--- config.mk ---
export PLATFORM = sky130hd
export DESIGN_NAME = counter_mod_n_flat
export DESIGN_NICKNAME = d
export VERILOG_FILES = /design/src/rtl/counter_mod_n_if.sv /design/src/rtl/counter_mod_n.sv /design/src/flat_wrapper.sv
export SDC_FILE = /design/constraint.sdc
export NUM_CORES = 1
export LEC_CHECK = 0
export ABC_CLOCK_PERIOD_IN_PS = 2900
export BUFFER_PORTS_ARGS = -buffer_cell sky130_fd_sc_hd__buf_2
export CAP_MARGIN = 30
export CORE_MARGIN = 5
export CORE_UTILIZATION = 55
export DETAILED_ROUTE_END_ITERATION = 8
export PLACE_DENSITY = 0.8
export SYNTH_ARGS = -nofsm -noshare
export SYNTH_HDL_FRONTEND = slang
export SYNTH_SLANG_ARGS = --single-unit
--- constraint.sdc ---
create_clock -name tick -period 2.9 [get_ports tick]
set_clock_uncertainty 0.1 [all_clocks]
set_input_delay 0.145 -clock tick [delete_from_list [all_inputs] [get_ports tick]]
set_output_delay 0.145 -clock tick [all_outputs]
set_load 0.02 [all_outputs]
--- src/rtl/counter_mod_n_if.sv ---
// counter_mod_n_if
//   Groups the control and status signals of counter_mod_n.
//   master: drives en, up, load, load_val; observes count, reached, wraps.
//   slave : the counter itself.
// Signals
//   en        count enable
//   up        direction, 1 = up, 0 = down
//   load      synchronous load strobe
//   load_val  value loaded when load=1 (WIDTH bits)
//   count     current count (WIDTH bits)
//   reached   terminal-count indication
//   wraps     rollover tally (WRAP_W bits)
interface counter_mod_n_if #(
   parameter int unsigned WIDTH  = 16,
   parameter int unsigned WRAP_W = 8
);
   logic              en;
   logic              up;
   logic              load;
   logic [WIDTH-1:0]  load_val;
   logic [WIDTH-1:0]  count;
   logic              reached;
   logic [WRAP_W-1:0] wraps;

   modport master (
      output en, up, load, load_val,
      input  count, reached, wraps
   );

   modport slave (
      input  en, up, load, load_val,
      output count, reached, wraps
   );
endinterface

--- src/rtl/counter_mod_n.sv ---
// counter_mod_n
//   Modulo-MODULUS up/down counter with enable, synchronous load (clamped to
//   MODULUS-1), terminal-count indication and a rollover tally.
//   Optional macro COUNTER_SATURATE_EN selects saturate mode: counting stops at
//   the terminal value, wraps stays 0 and reached becomes a registered level.
// Ports
//   tick        clock, rising edge
//   runCounter  asynchronous active-low reset
//   bus         counter_mod_n_if.slave (en, up, load, load_val in;
//               count, reached, wraps out, all registered)
// Parameters
//   WIDTH    count register width
//   MODULUS  count range 0..MODULUS-1, 2 <= MODULUS <= 2**WIDTH
//   WRAP_W   rollover counter width
module counter_mod_n #(
   parameter int unsigned WIDTH   = 16,
   parameter int unsigned MODULUS = 10000,
   parameter int unsigned WRAP_W  = 8
) (
   input  logic            tick,
   input  logic            runCounter,
   counter_mod_n_if.slave  bus
);

   // MODULUS-1 always fits in WIDTH bits, even for MODULUS = 2**WIDTH.
   localparam logic [WIDTH-1:0] TERM = WIDTH'(MODULUS - 1);
   localparam logic [WIDTH-1:0] ZERO = '0;

   logic [WIDTH-1:0]  count_q, count_d;
   logic              reached_q, reached_d;
   logic [WRAP_W-1:0] wraps_q, wraps_d;
   logic [WIDTH-1:0]  load_clamped;

   assign load_clamped = (bus.load_val > TERM) ? TERM : bus.load_val;

`ifdef COUNTER_SATURATE_EN
   always_comb begin
      count_d = count_q;
      wraps_d = '0;
      if (bus.load) begin
         count_d = load_clamped;
      end else if (bus.en) begin
         if (bus.up) begin
            count_d = (count_q == TERM) ? count_q : count_q + WIDTH'(1);
         end else begin
            count_d = (count_q == ZERO) ? count_q : count_q - WIDTH'(1);
         end
      end
      // Level against the terminal value of the direction currently selected.
      reached_d = (count_d == (bus.up ? TERM : ZERO));
   end
`else
   always_comb begin
      count_d   = count_q;
      reached_d = 1'b0;
      wraps_d   = wraps_q;
      if (bus.load) begin
         count_d = load_clamped;
      end else if (bus.en) begin
         if (bus.up) begin
            // Compare before incrementing so MODULUS = 2**WIDTH cannot overflow.
            if (count_q == TERM) begin
               count_d   = ZERO;
               reached_d = 1'b1;
               wraps_d   = wraps_q + WRAP_W'(1);
            end else begin
               count_d = count_q + WIDTH'(1);
            end
         end else begin
            if (count_q == ZERO) begin
               count_d   = TERM;
               reached_d = 1'b1;
               wraps_d   = wraps_q + WRAP_W'(1);
            end else begin
               count_d = count_q - WIDTH'(1);
            end
         end
      end
   end
`endif

   always_ff @(posedge tick or negedge runCounter) begin
      if (!runCounter) begin
         count_q   <= '0;
         reached_q <= 1'b0;
         wraps_q   <= '0;
      end else begin
         count_q   <= count_d;
         reached_q <= reached_d;
         wraps_q   <= wraps_d;
      end
   end

   assign bus.count   = count_q;
   assign bus.reached = reached_q;
   assign bus.wraps   = wraps_q;

endmodule

--- src/flat_wrapper.sv ---
// flat-port wrapper written by rule: the top's interface ports become plain ports
module counter_mod_n_flat 
#(
   parameter int unsigned WIDTH   = 16,
   parameter int unsigned MODULUS = 10000,
   parameter int unsigned WRAP_W  = 8
)
  (tick, runCounter, bus_en, bus_up, bus_load, bus_load_val, bus_count, bus_reached, bus_wraps);
  counter_mod_n_if #(.WIDTH(WIDTH), .WRAP_W(WRAP_W)) bus_i ();
  input  logic tick;
  input  logic runCounter;
  input wire logic [$bits(bus_i.en)-1:0] bus_en;
  input wire logic [$bits(bus_i.up)-1:0] bus_up;
  input wire logic [$bits(bus_i.load)-1:0] bus_load;
  input wire logic [$bits(bus_i.load_val)-1:0] bus_load_val;
  output wire logic [$bits(bus_i.count)-1:0] bus_count;
  output wire logic [$bits(bus_i.reached)-1:0] bus_reached;
  output wire logic [$bits(bus_i.wraps)-1:0] bus_wraps;
  assign bus_i.en = bus_en;
  assign bus_i.up = bus_up;
  assign bus_i.load = bus_load;
  assign bus_i.load_val = bus_load_val;
  assign bus_count = bus_i.count;
  assign bus_reached = bus_i.reached;
  assign bus_wraps = bus_i.wraps;
  counter_mod_n #(.WIDTH(WIDTH), .MODULUS(MODULUS), .WRAP_W(WRAP_W)) u_core (.tick(tick), .runCounter(runCounter), .bus(bus_i));
endmodule
# After elaboration in Yosys (flattened, before gate mapping)
# Cells that the tools add are included.
dict set report word_totals {
  in_bits 21
  wordCells 28
  output_inout_bits 25
  ff_bits 25
}
dict set report op_classes {
  eq_ne 2
  n_addsub 3
  n_lt_le_gt_ge 1
  n_reduce_logical 4
  n_bitwise 1
  n_mux 14
}
# cell count
set ops {}
lappend ops {{16-bit two-way mux} 6}
lappend ops {{8-bit two-way mux} 3}
lappend ops {{16-bit by 1-bit adder with 16-bit output (second input constant)} 1}
lappend ops {{16-bit by 14-bit equality test with 1-bit output (second input constant)} 1}
lappend ops {{16-bit by 14-bit > comparator with 1-bit output (second input constant)} 1}
lappend ops {{16-bit logical NOT} 1}
lappend ops {{16-bit by 1-bit subtractor with 16-bit output (second input constant)} 1}
lappend ops {{8-bit by 1-bit adder with 8-bit output (second input constant)} 1}
lappend ops {{1-bit two-way mux} 5}
lappend ops {{4-bit AND reduction} 1}
lappend ops {{2-bit nonzero test} 2}
lappend ops {{2-bit by 1-bit inequality test with 1-bit output (second input constant)} 1}
lappend ops {{1-bit inverter} 1}

# Depth between registers and ports, before layout
dict set report logic_depth {
  ltp_word 5
  depth_mapped 7
  ltp_nobuf 7
}

# Worst setup path after synthesis
# No wires, ideal clock.
dict set report synth_timing {
  path_kind {flip-flop to flip-flop}
  from {reg u_core.count_q[8], in the netlist u_core.bus.count[8]}
  to {reg u_core.wraps_q[1], in the netlist u_core.bus.wraps[1]}
  arrival_ns 2.365
  n_path_buf 1
  slack_ns 0.307
  stages_incl_launch_ff 7
  setup_time_ns 0.128
  t_required_ns 2.672
  period_less_slack_ns 2.593
  path_cell_list {dfrtp_1 > buf_4 > or4_4 > nor4_4 > nand2_1 > o31ai_4 > mux2_1}
}
dict set report synth_via {
  elab_chain_len 3
  elab_cells_between_ends 5
  cone_classes {2 x eq/ne; 3 x reduce/logical}
}
# element line
set synth_lines {}
lappend synth_lines {{start: declaration} counter_mod_n.sv:29} ;# logic [WIDTH-1:0] count_q, count_d;
lappend synth_lines {{start signal: assignment} counter_mod_n.sv:88} ;# count_q <= count_d;
lappend synth_lines {{16-bit by 14-bit equality test with 1-bit output or 16-bit logical NOT (tied branches)} {counter_mod_n.sv:62, counter_mod_n.sv:70}}
lappend synth_lines {{2-bit by 1-bit inequality test with 1-bit output (no line) or 2-bit nonzero test (tied branches)} -}
lappend synth_lines {{4-bit AND reduction (no line) (*)} -}
lappend synth_lines {{end signal: assignment} counter_mod_n.sv:90} ;# wraps_q <= wraps_d;
lappend synth_lines {{end: declaration} counter_mod_n.sv:31} ;# logic [WRAP_W-1:0] wraps_q, wraps_d;
# Every way passes the cells marked *; elsewhere a longest branch is shown, timed or not.
# A chain may end at the register's enable or synchronous reset.

# Worst setup path in the final report
dict set report layout_timing {
  from {reg u_core.count_q[0], in the netlist u_core.bus.count[0]}
  to {reg u_core.count_q[14], in the netlist u_core.bus.count[14]}
}
dict set report layout_via {
  elab_chain_len 5
  elab_cells_between_ends 9
  cone_classes {2 x add/sub; 1 x eq/ne; 5 x mux; 1 x reduce/logical}
}
# element line
set layout_lines {}
lappend layout_lines {{16-bit by 1-bit subtractor with 16-bit output, or another cell as far along} counter_mod_n.sv:75} ;# count_d = count_q - WIDTH'(1);
lappend layout_lines {{16-bit two-way mux, on equally long branches} {counter_mod_n.sv:70, counter_mod_n.sv:62}}
lappend layout_lines {{16-bit two-way mux (*)} counter_mod_n.sv:60} ;# if (bus.up) begin
lappend layout_lines {{16-bit two-way mux (*)} counter_mod_n.sv:59} ;# end else if (bus.en) begin
lappend layout_lines {{16-bit two-way mux (*)} counter_mod_n.sv:57} ;# if (bus.load) begin
# Every way passes the cells marked *; elsewhere a longest branch is shown, timed or not. The select of a mux whose other input is x is not followed.

==> flow_metrics.env <==
export IMPL_fmax_mhz=378.5
export IMPL_post_route_drc_count=0
export IMPL_clock_latency_ns=0.28
export IMPL_cp_max_fo=9
export IMPL_min_period_ns=2.642
export IMPL_netlist_cell_type_count=62
export IMPL_grt_pass1_vias=2243
export IMPL_grt_overflow=0
export IMPL_path_clk_slew_ns=0.09
export IMPL_rsz0062_at_grt="no"
export IMPL_async_reset_ff_share_pct=100.0
export IMPL_hold_class="input pin to flop"
export IMPL_clock_path_buffers=2
export IMPL_root_buffer="clkbuf_8"
export IMPL_first_pass_iters=5
export IMPL_power_density_mw_per_mm2=390.6
export IMPL_finish_utilization_pct=66.73
export IMPL_dp_hpwl_mm=4.934
export IMPL_cts_resized=0
export IMPL_status="finished clean"
export IMPL_yosysSeqAreaShare_pct=29.26
export IMPL_fillers=327
export IMPL_worst_hold_slack_ns=0.03428
export IMPL_grt_pass1_wl_mm=10.91
export IMPL_synth_nets=280
export IMPL_postCtsSetupBuffers=0
export IMPL_core_mm2=0.003716
export IMPL_wl_per_cell_um=19.46
export IMPL_finalNetCount=322
export IMPL_ys_ff_latch=25
export IMPL_totalWireLength_mm=6.714
export IMPL_insertedDiodeCount=0
export IMPL_die_area_mm2=0.005235
export IMPL_gp_congestion=1.016
export IMPL_grt_usage_pct=26.26
export IMPL_final_hold_violation_count=0
export IMPL_h_tree_depth=1
export IMPL_num_vias=2376
export IMPL_synth_area_mm2=0.002138
export IMPL_required_ns=2.95
export IMPL_tightestPinTransition_ns=0.6148
export IMPL_fin_area_mm2=0.002480
export IMPL_cp_arrival_ns=2.69
export IMPL_p_total_w=0.0009687
export IMPL_ctsHoldBuffers=1
export IMPL_cts_sinks=25
export IMPL_finalMaxSlewViolations=0
export IMPL_start_kind="flop"
export IMPL_syn_inst=256
export IMPL_cts_tree="done"
export IMPL_end_kind="flop"
export IMPL_leakage_nw=1.044
export IMPL_rows=22
export IMPL_avgSynthCellArea_um2=8.353
export IMPL_io_buffers=45
export IMPL_slew_headroom_pct=58.64
export IMPL_die_h_um=72.35
export IMPL_via_per_inst=6.887
export IMPL_drive_above_1_share_pct=25.59
export IMPL_tns_ns=0
export IMPL_drv_cap=0
export IMPL_grt_max_degree=27
export IMPL_dpl_cell_area_mm2=0.002424
export IMPL_yosysWarningCount=0
export IMPL_drt_iter0_markers=220
export IMPL_io_pins=46
export IMPL_numCtsBuffers=3
export IMPL_syn2layout_area_growth_pct=15.97
export IMPL_die_x_um=72.35
export IMPL_drtAntennaViolNets=0
export IMPL_synth_edf_count=0
export IMPL_ir_worst_vdd_mv=0.1783
export IMPL_start_util_pct=57.54
export IMPL_worst_setup_path_type="flop to flop"
export IMPL_grt_antenna_before_repair=0
export IMPL_setup_viol=0
export IMPL_period_share_pct=91.10
export IMPL_synthFlopType="dfrtp_1"
[synth_stat cells (3+ instances only)]
library cell	count	share of area (%)
dfrtp_1	25	29
nand2_1	20	3.5
nor2_1	17	3.0
clkbuf_1	16	2.8
a21oi_1	12	2.8
inv_1	11	1.9
nand3_1	11	2.6
xor2_1	11	4.5
nand4_1	10	2.9
nor3_1	10	2.3
a211oi_1	8	2.8
nor4_1	8	2.3
o21ai_0	7	1.6
a31oi_1	6	1.8
xnor2_1	6	2.5
o211ai_1	5	1.8
or4_1	5	1.8
buf_2	3	0.70
ha_1	3	1.8
nand2b_1	3	0.88
o21a_1	3	1.1
o31ai_1	3	1.1
[metal layers]
layer  vias up  track usage (%)  wire (µm)
met1      1119            34.56       2728
met4         0            11.06        144
met5         -                0          0
met3        16            6.094        798
met2       175            41.15       3043
li1       1066                -          -
[where the power goes]
part | total (W) | switching (W) | internal (W)
clock | 0.000219 | 0.000122 | 0.0000965
sequential | 0.000422 | 0.0000477 | 0.000375
combinational | 0.000328 | 0.000204 | 0.000124
total | 0.000969 | 0.000374 | 0.000595
[metrics by stage]
step,setup slack [ns],instances
after CTS,0.2669,345
after floorplan,0.3074,256
after detailed placement,0.2849,340
after global routing,0.1147,345
final,0.2581,345
after global placement,0.4138,340
[flip-flops by register name, summed over array words and instances (netlist names)]
register and cells:
u_core.bus.reached 1, u_core.bus.wraps 8, u_core.bus.count 16
[cell usage in the layout, fill, tap and decap left out, types with 3 or more instances in the layout]
| cell | instances |
|---|---|
| a211oi_1 | 8 |
| a21oi_1 | 12 |
| a31oi_1 | 6 |
| buf_2 | 45 |
| buf_4 | 13 |
| clkbuf_8 | 3 |
| dfrtp_1 | 25 |
| ha_1 | 3 |
| inv_1 | 11 |
| nand2_1 | 20 |
| nand2b_1 | 3 |
| nand3_1 | 11 |
| nand4_1 | 10 |
| nor2_1 | 17 |
| nor3_1 | 10 |
| nor4_1 | 8 |
| o211ai_1 | 5 |
| o21a_1 | 3 |
| o21ai_0 | 7 |
| o31ai_1 | 3 |
| or4_1 | 5 |
| xnor2_1 | 6 |
| xor2_1 | 11 |
[layout make-up]
type	instances	area, µm²	share of cell area [%]
Clock buffer	3	41.29	1.665
Clock inverter	1	5.005	0.2018
Inverter	11	41.29	1.665
Multi-Input combinational cell	198	1374	55.40
Sequential cell	25	625.6	25.23
Tap cell	48	60.06	2.422
Timing Repair Buffer	59	332.8	13.42
[final timing paths]
path                                           from              endpoint  slack, ns  cells after the start
worst min-delay path                bus_load_val[2]   u_core.bus.count[2]       0.03                      2
max in group asynchronous                runCounter   u_core.bus.count[4]       2.03                      2
worst max-delay path            u_core.bus.count[0]  u_core.bus.count[14]       0.26                      8
worst max register to register  u_core.bus.count[0]  u_core.bus.count[14]       0.26                      8
worst min register to register  u_core.bus.wraps[7]   u_core.bus.wraps[7]       0.38                      1
min in group asynchronous                runCounter   u_core.bus.wraps[6]       0.29                      2
[kinds of logic (layout without fill, tap and decap cells)]
logic type,Yosys count,in the layout,share of synthesized area (%)
and+or+nand+nor,102,102,27.68
AOI/OAI and AO/OA,72,72,25.86
buffers and inverters,33,74,6.495
adders and majority gates,3,3,1.756
xor gates and xnor gates,17,17,6.963
DFF,25,25,29.26
muxes,4,4,1.989
[critical path, stage by stage (launching register included)]
cell and delay, ns:
dfrtp_1 0.50, ha_1 0.25, or4b_2 0.62, nor4_2 0.25
buf_4 0.19, nor2_1 0.14, buf_4 0.20, a32oi_1 0.18
o21ai_0 0.10
No activity file was read; power rests on OpenSTA's default activity.
